## src/rtl/btb_predictor_if.sv

```systemverilog
// Fetch-stage bus of the branch target buffer: the lookup port feeding the
// PC-update mux and the training port from the execute stage.
// Optional macro BTB_STATS_EN adds the statistics outputs.
interface btb_predictor_if;
    // lookup side
    logic [31:0] lookup_pc;
    logic [31:0] btb_target_pc;
    logic        btb_pc_valid;
    logic        btb_pc_predictTaken;
    // training side
    logic        update_en;
    logic [31:0] update_pc;
    logic [31:0] update_target;
    logic        update_taken;
    logic        flush;
`ifdef BTB_STATS_EN
    logic [31:0] stat_updates;
    logic [31:0] stat_mispredicts;
`endif

    // Driver of lookups/updates (fetch + execute stages)
    modport master (
        output lookup_pc,
        input  btb_target_pc,
        input  btb_pc_valid,
        input  btb_pc_predictTaken,
        output update_en,
        output update_pc,
        output update_target,
        output update_taken,
        output flush
`ifdef BTB_STATS_EN
        ,
        input  stat_updates,
        input  stat_mispredicts
`endif
    );

    // The predictor itself
    modport slave (
        input  lookup_pc,
        output btb_target_pc,
        output btb_pc_valid,
        output btb_pc_predictTaken,
        input  update_en,
        input  update_pc,
        input  update_target,
        input  update_taken,
        input  flush
`ifdef BTB_STATS_EN
        ,
        output stat_updates,
        output stat_mispredicts
`endif
    );
endinterface

```

## src/rtl/btb_predictor.sv

```systemverilog
// 2-way set-associative branch target buffer with 2-bit saturating direction
// counters. Lookup is combinational so the prediction reaches the PC mux in
// the same cycle; training happens at the clock edge from resolved branches.
// Optional macro BTB_STATS_EN adds saturating update/mispredict counters.
module btb_predictor #(
    parameter int INDEX_BITS = 4
) (
    input  logic           clk,
    input  logic           rst_n,
    btb_predictor_if.slave bus
);
    localparam int SETS     = 1 << INDEX_BITS;
    localparam int TAG_BITS = 32 - INDEX_BITS - 2;

    // Saturating 2-bit counter step toward the resolved direction.
    function automatic logic [1:0] ctr_train(input logic [1:0] ctr, input logic taken);
        logic [1:0] nxt;
        if (taken) begin
            if (ctr == 2'b11) begin
                nxt = 2'b11;
            end else begin
                nxt = ctr + 2'b01;
            end
        end else begin
            if (ctr == 2'b00) begin
                nxt = 2'b00;
            end else begin
                nxt = ctr - 2'b01;
            end
        end
        return nxt;
    endfunction

    // storage: [way][set]
    logic                valid_r  [2][SETS];
    logic [TAG_BITS-1:0] tag_r    [2][SETS];
    logic [31:0]         target_r [2][SETS];
    logic [1:0]          ctr_r    [2][SETS];
    logic [SETS-1:0]     lru_r;

    // lookup decode
    logic [INDEX_BITS-1:0] lk_idx_s;
    logic [TAG_BITS-1:0]   lk_tag_s;
    logic                  lk_hit0_s;
    logic                  lk_hit1_s;

    // update decode
    logic [INDEX_BITS-1:0] up_idx_s;
    logic [TAG_BITS-1:0]   up_tag_s;
    logic                  up_hit0_s;
    logic                  up_hit1_s;
    logic                  up_hit_s;
    logic                  up_hit_way_s;
    logic                  up_victim_s;
    logic                  up_accept_s;
    logic [1:0]            hit_ctr_s;
    logic [31:0]           hit_target_s;
    logic                  wr_en_s;
    logic                  wr_way_s;
    logic [1:0]            wr_ctr_s;
    logic [31:0]           wr_target_s;

    // PC bits [1:0] never select anything: instructions are word aligned.
    logic unused_pc_bits_s;
    assign unused_pc_bits_s = ^{bus.lookup_pc[1:0], bus.update_pc[1:0]};

    assign lk_idx_s  = bus.lookup_pc[INDEX_BITS+1:2];
    assign lk_tag_s  = bus.lookup_pc[31:INDEX_BITS+2];
    assign lk_hit0_s = valid_r[0][lk_idx_s] && (tag_r[0][lk_idx_s] == lk_tag_s);
    assign lk_hit1_s = valid_r[1][lk_idx_s] && (tag_r[1][lk_idx_s] == lk_tag_s);

    assign up_idx_s  = bus.update_pc[INDEX_BITS+1:2];
    assign up_tag_s  = bus.update_pc[31:INDEX_BITS+2];
    assign up_hit0_s = valid_r[0][up_idx_s] && (tag_r[0][up_idx_s] == up_tag_s);
    assign up_hit1_s = valid_r[1][up_idx_s] && (tag_r[1][up_idx_s] == up_tag_s);
    assign up_hit_s  = up_hit0_s | up_hit1_s;
    assign up_accept_s = bus.update_en & ~bus.flush;

    // Zero-latency prediction for the fetch PC; way0 wins a double hit.
    always_comb begin
        bus.btb_pc_valid        = 1'b0;
        bus.btb_pc_predictTaken = 1'b0;
        bus.btb_target_pc       = 32'h0000_0000;
        if (lk_hit0_s) begin
            bus.btb_pc_valid        = 1'b1;
            bus.btb_pc_predictTaken = ctr_r[0][lk_idx_s][1];
            bus.btb_target_pc       = target_r[0][lk_idx_s];
        end else if (lk_hit1_s) begin
            bus.btb_pc_valid        = 1'b1;
            bus.btb_pc_predictTaken = ctr_r[1][lk_idx_s][1];
            bus.btb_target_pc       = target_r[1][lk_idx_s];
        end else begin
            bus.btb_pc_valid        = 1'b0;
            bus.btb_pc_predictTaken = 1'b0;
            bus.btb_target_pc       = 32'h0000_0000;
        end
    end

    // Pick the hit way and the allocation victim of the update set.
    always_comb begin
        up_hit_way_s = 1'b0;
        up_victim_s  = 1'b0;
        if (up_hit0_s) begin
            up_hit_way_s = 1'b0;
        end else if (up_hit1_s) begin
            up_hit_way_s = 1'b1;
        end else begin
            up_hit_way_s = 1'b0;
        end
        if (!valid_r[0][up_idx_s]) begin
            up_victim_s = 1'b0;
        end else if (!valid_r[1][up_idx_s]) begin
            up_victim_s = 1'b1;
        end else begin
            up_victim_s = lru_r[up_idx_s];
        end
    end

    assign hit_ctr_s    = ctr_r[up_hit_way_s][up_idx_s];
    assign hit_target_s = target_r[up_hit_way_s][up_idx_s];

    // Decide what a resolved branch writes: train on a hit, allocate on a taken miss.
    always_comb begin
        wr_en_s     = 1'b0;
        wr_way_s    = 1'b0;
        wr_ctr_s    = hit_ctr_s;
        wr_target_s = hit_target_s;
        if (up_hit_s) begin
            wr_en_s  = up_accept_s;
            wr_way_s = up_hit_way_s;
            wr_ctr_s = ctr_train(hit_ctr_s, bus.update_taken);
            if (bus.update_taken) begin
                wr_target_s = bus.update_target;
            end else begin
                wr_target_s = hit_target_s;
            end
        end else if (bus.update_taken) begin
            wr_en_s     = up_accept_s;
            wr_way_s    = up_victim_s;
            wr_ctr_s    = 2'b10;
            wr_target_s = bus.update_target;
        end else begin
            wr_en_s     = 1'b0;
            wr_way_s    = up_victim_s;
            wr_ctr_s    = hit_ctr_s;
            wr_target_s = hit_target_s;
        end
    end

    // Entry storage: reset, flush (valid bits only), or one-way write.
    always_ff @(posedge clk or negedge rst_n) begin
        if (!rst_n) begin
            for (int s = 0; s < SETS; s++) begin
                for (int w = 0; w < 2; w++) begin
                    valid_r[w][s]  <= 1'b0;
                    tag_r[w][s]    <= '0;
                    target_r[w][s] <= 32'h0000_0000;
                    ctr_r[w][s]    <= 2'b01;
                end
            end
            lru_r <= '0;
        end else if (bus.flush) begin
            for (int s = 0; s < SETS; s++) begin
                valid_r[0][s] <= 1'b0;
                valid_r[1][s] <= 1'b0;
            end
        end else if (wr_en_s) begin
            valid_r[wr_way_s][up_idx_s]  <= 1'b1;
            tag_r[wr_way_s][up_idx_s]    <= up_tag_s;
            target_r[wr_way_s][up_idx_s] <= wr_target_s;
            ctr_r[wr_way_s][up_idx_s]    <= wr_ctr_s;
            lru_r[up_idx_s]              <= ~wr_way_s;
        end else begin
            lru_r <= lru_r;
        end
    end

`ifdef BTB_STATS_EN
    logic [31:0] stat_updates_r;
    logic [31:0] stat_mispredicts_r;
    logic        mispredict_s;

    // Wrong direction, or right "taken" call but stale target.
    assign mispredict_s = ((up_hit_s & hit_ctr_s[1]) != bus.update_taken) |
                          (bus.update_taken & up_hit_s & hit_ctr_s[1] &
                           (hit_target_s != bus.update_target));

    // Saturating statistics counters, cleared only by reset.
    always_ff @(posedge clk or negedge rst_n) begin
        if (!rst_n) begin
            stat_updates_r     <= 32'h0000_0000;
            stat_mispredicts_r <= 32'h0000_0000;
        end else if (up_accept_s) begin
            if (stat_updates_r != 32'hFFFF_FFFF) begin
                stat_updates_r <= stat_updates_r + 32'd1;
            end else begin
                stat_updates_r <= stat_updates_r;
            end
            if (mispredict_s && (stat_mispredicts_r != 32'hFFFF_FFFF)) begin
                stat_mispredicts_r <= stat_mispredicts_r + 32'd1;
            end else begin
                stat_mispredicts_r <= stat_mispredicts_r;
            end
        end else begin
            stat_updates_r     <= stat_updates_r;
            stat_mispredicts_r <= stat_mispredicts_r;
        end
    end

    assign bus.stat_updates     = stat_updates_r;
    assign bus.stat_mispredicts = stat_mispredicts_r;
`endif

endmodule
```

## src/flat_wrapper.sv

```systemverilog
// flat-port wrapper written by rule: the top's interface ports become plain ports
module btb_predictor_flat 
#(
    parameter int INDEX_BITS = 4
)
  (clk, rst_n, bus_lookup_pc, bus_btb_target_pc, bus_btb_pc_valid, bus_btb_pc_predictTaken, bus_update_en, bus_update_pc, bus_update_target, bus_update_taken, bus_flush);
  btb_predictor_if bus_i ();
  input  logic clk;
  input  logic rst_n;
  input wire logic [$bits(bus_i.lookup_pc)-1:0] bus_lookup_pc;
  output wire logic [$bits(bus_i.btb_target_pc)-1:0] bus_btb_target_pc;
  output wire logic [$bits(bus_i.btb_pc_valid)-1:0] bus_btb_pc_valid;
  output wire logic [$bits(bus_i.btb_pc_predictTaken)-1:0] bus_btb_pc_predictTaken;
  input wire logic [$bits(bus_i.update_en)-1:0] bus_update_en;
  input wire logic [$bits(bus_i.update_pc)-1:0] bus_update_pc;
  input wire logic [$bits(bus_i.update_target)-1:0] bus_update_target;
  input wire logic [$bits(bus_i.update_taken)-1:0] bus_update_taken;
  input wire logic [$bits(bus_i.flush)-1:0] bus_flush;
  assign bus_i.lookup_pc = bus_lookup_pc;
  assign bus_btb_target_pc = bus_i.btb_target_pc;
  assign bus_btb_pc_valid = bus_i.btb_pc_valid;
  assign bus_btb_pc_predictTaken = bus_i.btb_pc_predictTaken;
  assign bus_i.update_en = bus_update_en;
  assign bus_i.update_pc = bus_update_pc;
  assign bus_i.update_target = bus_update_target;
  assign bus_i.update_taken = bus_update_taken;
  assign bus_i.flush = bus_flush;
  btb_predictor #(.INDEX_BITS(INDEX_BITS)) u_core (.clk(clk), .rst_n(rst_n), .bus(bus_i));
endmodule
```

## config.mk

```make
export PLATFORM = sky130hd
export DESIGN_NAME = btb_predictor_flat
export DESIGN_NICKNAME = d
export VERILOG_FILES = /design/src/rtl/btb_predictor_if.sv /design/src/rtl/btb_predictor.sv /design/src/flat_wrapper.sv
export SDC_FILE = /design/constraint.sdc
export NUM_CORES = 2
export LEC_CHECK = 0
export ABC_CLOCK_PERIOD_IN_PS = 5600
export BUFFER_PORTS_ARGS = -buffer_cell sky130_fd_sc_hd__buf_2
export CAP_MARGIN = 25
export CORE_MARGIN = 2
export CORE_UTILIZATION = 55
export DETAILED_ROUTE_END_ITERATION = 6
export PLACE_DENSITY = 0.71
export REMOVE_ABC_BUFFERS = 1
export SYNTH_ARGS = -nofsm -noshare
export SYNTH_HDL_FRONTEND = slang
export SYNTH_SLANG_ARGS = --single-unit
```

## constraint.sdc

```tcl
create_clock -name clk -period 5.6 [get_ports clk]
set_clock_uncertainty 0.2 [all_clocks]
set_input_delay 0.56 -clock clk [delete_from_list [all_inputs] [get_ports clk]]
set_output_delay 0.56 -clock clk [all_outputs]
set_load 0.03 [all_outputs]
```

Word-level counts from Yosys, hierarchy flattened:

Cells that the tools add are included.

* flip-flop bits (word level): 1968
* latch bits: 0
* bits in writable memories: 0
* ROM bits: 0
* input port bits: 101
* output and inout port bits: 34
* word-level logic and storage cells: 256
* memories: 0

* add/subtract/negate cells: 2
* multipliers: 0
* divide/modulo/power cells: 0
* $lt $le $gt $ge: 8
* equality and inequality tests: 5
* shift-type cells: 0
* muxes and demuxes: 93
* bitwise logic cells: 9
* reductions and logical operators: 10

Operators with widths (number)
* 512-bit two-way mux: 4
* 1024-bit bitwise mux: 1
* 832-bit bitwise mux: 1
* 512-bit demux with 1-bit select: 1
* 32-bit two-way mux: 16
* 26-bit binary-select mux with 4-bit select: 4
* 416-bit demux with 1-bit select: 1
* 416-bit two-way mux: 1
* 32-bit binary-select mux with 4-bit select: 3
* 26-bit two-way mux: 9
* 32-bit demux with 4-bit select: 1
* 26-bit demux with 4-bit select: 1
* 26-bit == test: 4
* 64-bit bitwise mux: 1
* 32-bit demux with 1-bit select: 1
* 32-bit OR: 1
* 2-bit binary-select mux with 4-bit select: 3
* 2-bit two-way mux: 12
* 1-bit two-way mux: 22
* 1-bit binary-select mux with 4-bit select: 5
* 16-bit bitwise mux: 1
* 16-bit demux with 1-bit select: 1
* 16-bit two-way mux: 1
* 5-bit greater-or-equal comparator, second input constant: 2
* 19 further kinds: 30

Logic depth before layout (Yosys ltp):

* word-level depth: 20
* depth in mapped cells: 22
* mapped depth without buffers: 11

Least setup slack after synthesis:

No wires, ideal clock.

* kind: input -> output
* from: in bus_lookup_pc[2]
* to: out bus_btb_target_pc[22]
* arrival time: 5.235 ns
* data required time: 4.840 ns
* slack: -0.395 ns
* cell stages on the path: 14
* buffers on the path: 6
* cells stage by stage: buf_2 > buf_2 > buf_2 > buf_1 > buf_1 > mux4_2 > mux4_2 > xnor2_1 > nand4_1 > nor4_1 > nand4_1 > clkbuf_1 > nand2b_1 > o21ai_0

* longest elaborated chain between the ends: 8
* elaborated cells on any way between the ends: 25
* those cells by class: 2 x eq/ne; 20 x mux; 1 x bitwise; 2 x reduce/logical

Ends and longest elaborated chain
* start, declared: line flat_wrapper.sv:10 `input wire logic [$bits(bus_i.lookup_pc)-1:0] bus_lookup_pc;`
* 4-bit NOT with 5-bit output (implied by the code) (*)
* 26-bit binary-select mux with 4-bit select: line btb_predictor.sv:70 `assign lk_hit1_s = valid_r[1][lk_idx_s] && (tag_r[1][lk_idx_s] == lk_tag_s);`
* 26-bit two-way mux (implied by the code) (2 in a row): line btb_predictor.sv:70
* 26-bit == test: line btb_predictor.sv:70
* 1-bit logical AND: line btb_predictor.sv:70
* 32-bit two-way mux: line btb_predictor.sv:88 `end else if (lk_hit1_s) begin`
* 32-bit two-way mux (*): line btb_predictor.sv:84 `if (lk_hit0_s) begin`
* end, declared: line flat_wrapper.sv:11 `output wire logic [$bits(bus_i.btb_target_pc)-1:0] bus_btb_target_pc;`

Mark *: on every way between the ends. The rest lies on a longest branch, timed or not. The select of a mux whose other input is x is not followed.

Worst setup path in the final report:

* from: in bus_lookup_pc[2]
* to: out bus_btb_target_pc[15]

The elaborated chain is that of the path after synthesis.

==> impl_metrics.ini <==
[setup_path]
path_class = input pin to output port
reg2reg_from = u_core.tag_r[409]$_DFFE_PN0P_
crit_fanout = 31
max_stage_delay_ns = 0.57
crit_start = bus_lookup_pc[2]
r2r-end = u_core.tag_r[151]$_DFFE_PN0P_
worstPathCellList = buf_8, buf_12, buf_12, buf_4, mux4_2, mux4_2, xor2_1, nor4_1, buf_4, nand4_1, buf_12, nand2b_1, o21ai_0, buf_2
start_kind = input pin
r2r_cells = 16
crit_path_top_delay_cell = mux4_2
required_ns = 4.84
crit_arrival_ns = 4.87
end_kind = output port
reg2reg_slack_ns = 0.20
cpMostUsedCell = buf_12

[final_layout]
final_common_cell = dfrtp_1
nets = 8648
final_cell_mix = 1936 x dfrtp_1, 1566 x nand2_1, 1062 x mux4_2
layoutNonFillerInstCount = 11400
drive_above_1_share_pct = 34.6
syn_to_final_growth_pct = 13.2
fin_util_pct = 62.6

[route]
drc_errors = 0
drt_iter0_markers = 10800
ant_nets = 0
vias_per_cell = 7.15
via_count = 81300
wire_per_inst_um = 31.6
wl_mm = 359
drtPass1Iterations = 7

[die]
die_y_um = 449
ios = 135
initial_core_util_pct = 55.3
row_count = 163
coreArea_mm2 = 0.197
die_w_um = 449
die_area_mm2 = 0.202

[synth]
synth_xor_xnor_area_share_pct = 0.915
muxShareOfSynthArea_pct = 31.7
synth_adder_area_share_pct = 0
yosysWarnings = 0
synthSimpleGateAreaFrac_pct = 7.68
synth_ff_type = dfrtp_1
synthesis.area_mm2 = 0.109
ys_seq_area_share_pct = 45.2
synth_top_family_by_area = multiplexers
ys_ff_latch = 1968
synth.distinct_cells = 70
avgSynthCellArea_um2 = 12.7
synthesis.instances = 8626
async_flop_share_pct = 100
synth_edf_count = 0
synth-compound-area-share_pct = 10.0

[hold_path]
hp-class = input pin to flop
hold_path.startpoint = bus_update_pc[24]
hold_end = u_core.tag_r[798]$_DFFE_PN0P_
min_path_cells = 4

[clock_tree]
clk_pin_slew_worst_paths_ns = 0.06
htree_levels = 4
cts_made_buffers = 204
clock_path_buffers = 3
cts_tree = yes
cts_root_buf = clkbuf_16
clk_latency_ns = 0.88
numClockSinks = 1968

[sta]
fmax_mhz = 178
finalCritPeriodShare_pct = 100
final_max_slew_viol_count = 0
setup_ws_ns = -0.0270
hold_viol = 0
rsz0062_at_grt = yes
max_slew_margin_pct = 26.1
layout_min_cycle_time_ns = 5.63
finalSetupViolCount = 2
worst_slew_pin_slew_ns = 1.10

[flow_run]
cap_violations = 0

[grt]
grt_pass1_vias = 82600
grt_max_degree = 169
grtUsageTotal_pct = 35.6
antenna_found_initial = 10
grt_first_pass_wirelength_mm = 540
gr-total-overflow = 0

[status]
violations = setup timing
status = finished, violations left

[placement]
placedCellCount = 11000
dp_slack_ns = -0.251
port_buffers = 130
place_congestion = 0.948
dp_hpwl_mm = 223

[power]
p_leak_nw = 53.6
power_density_mw_per_mm2 = 288
irDropWorstVdd_mv = 0.339
[routing by layer]
layer,track usage [%],up-vias,wire length (um)
li1,-,32600,-
met1,47.8,42000,133000
met2,52.2,5553,161000
met3,10.3,1178,43000
met4,20.0,8,22200
met5,0,-,42
[stage by stage]
stage	TNS, ns	power (mW)	hold slack (ns)	area [um^2]
finish	-0.0397	35.6	0.0597	123000
global route	-0.0353	36.7	0.0538	123000
CTS	0	35.6	0.00332	123000
detailed placement	-93.58	20.8	0.257	116000
global placement	-19.19	20.6	0.253	116000
floorplan	-	18.6	0.0644	104000
[flip-flops by register name (all words and copies together) (netlist names)]
register	cells
u_core.ctr_r	64
u_core.lru_r	16
u_core.tag_r	832
u_core.target_r	1024
u_core.valid_r	32
[worst max-delay path by stage]
stage	endpoint	slack, ns	cells after the start
finish	bus_btb_target_pc[15]	-0.03	14
CTS	bus_btb_target_pc[13]	0.02	13
global placement	u_core.tag_r[150]$_DFFE_PN0P_	-0.17	17
detailed placement	u_core.tag_r[151]$_DFFE_PN0P_	-0.25	16
floorplan	u_core.tag_r[103]$_DFFE_PN0P_	-6.70	10
global route	bus_btb_target_pc[13]	-0.04	13
[what timing repair did]
| action | 4_1_cts | 5_1_grt |
|---|---|---|
| pin swaps | 1 | 2 |
| setup endpoints to repair | 5 | 13 |
| gates cloned | 0 | 1 |
| endpoints found under the hold margin | 177 | 3 |
| gates resized for setup | 6 | 14 |
| setup buffers | 1 | 0 |
| hold buffers | 15 | 1 |
[area by class of cell]
type,instances,area (um^2)
Tap cell,2640,3300
Clock buffer,268,5750
Timing Repair Buffer,774,8210
Antenna cell,7,17.5
Fill cell,14300,73700
Sequential cell,1968,49300
Clock inverter,112,1570
Multi-Input combinational cell,5560,55200
Inverter,39,155
[kinds of logic after synthesis]
kind of cell	Yosys count
xor+xnor	114
flops	1968
mux	1928
compound gates	1522
buf+inv	1098
simple gates	1996
[where the power goes]
| group | switching (mW) | total [mW] | leakage [nW] | internal, mW |
|---|---|---|---|---|
| Clock | 6.11 | 14.9 | 3.57 | 8.77 |
| Combinational | 2.55 | 4.77 | 23.2 | 2.22 |
| Sequential | 0.769 | 15.9 | 26.8 | 15.2 |
| Total | 9.43 | 35.6 | 53.6 | 26.2 |
[cell usage after synthesis, types with 9 or more instances]
| library cell | count | area, um^2 |
|---|---|---|
| mux4_2 | 1062 | 23900 |
| nand4_1 | 47 | 294 |
| o31ai_1 | 1029 | 7720 |
| nand2b_1 | 56 | 350 |
| xnor2_1 | 86 | 753 |
| buf_4 | 21 | 158 |
| a22o_1 | 33 | 289 |
| clkbuf_1 | 599 | 2250 |
| a311oi_1 | 65 | 569 |
| a31oi_1 | 75 | 469 |
| o22ai_1 | 28 | 175 |
| dfrtp_1 | 1936 | 48400 |
| xor2_1 | 28 | 245 |
| nand2_1 | 1566 | 5880 |
| nor2_1 | 57 | 214 |
| o21ai_0 | 183 | 916 |
| mux2i_1 | 110 | 1100 |
| a221oi_1 | 9 | 78.8 |
| inv_1 | 37 | 139 |
| nor2b_1 | 44 | 275 |
| mux2_4 | 284 | 4260 |
| buf_6 | 44 | 495 |
| mux2_2 | 458 | 5160 |
| a21oi_1 | 24 | 120 |
| mux2_1 | 14 | 158 |
| a22oi_1 | 23 | 173 |
| buf_2 | 269 | 1350 |
| dfstp_2 | 32 | 841 |
| nor3_1 | 147 | 736 |
| nand3_1 | 12 | 60.1 |
| buf_1 | 124 | 465 |
| nor4_1 | 26 | 163 |
[critical path: cells and delay by family]
family / cells / cell delay [ns]
XOR/XNOR: 1 / 0.18
AO/OA/AOI/OAI: 1 / 0.42
buffers and inverters: 7 / 1.68
multiplexers: 2 / 1.12
AND/OR/NAND/NOR: 3 / 0.81
(Power assumes the default switching activity.)
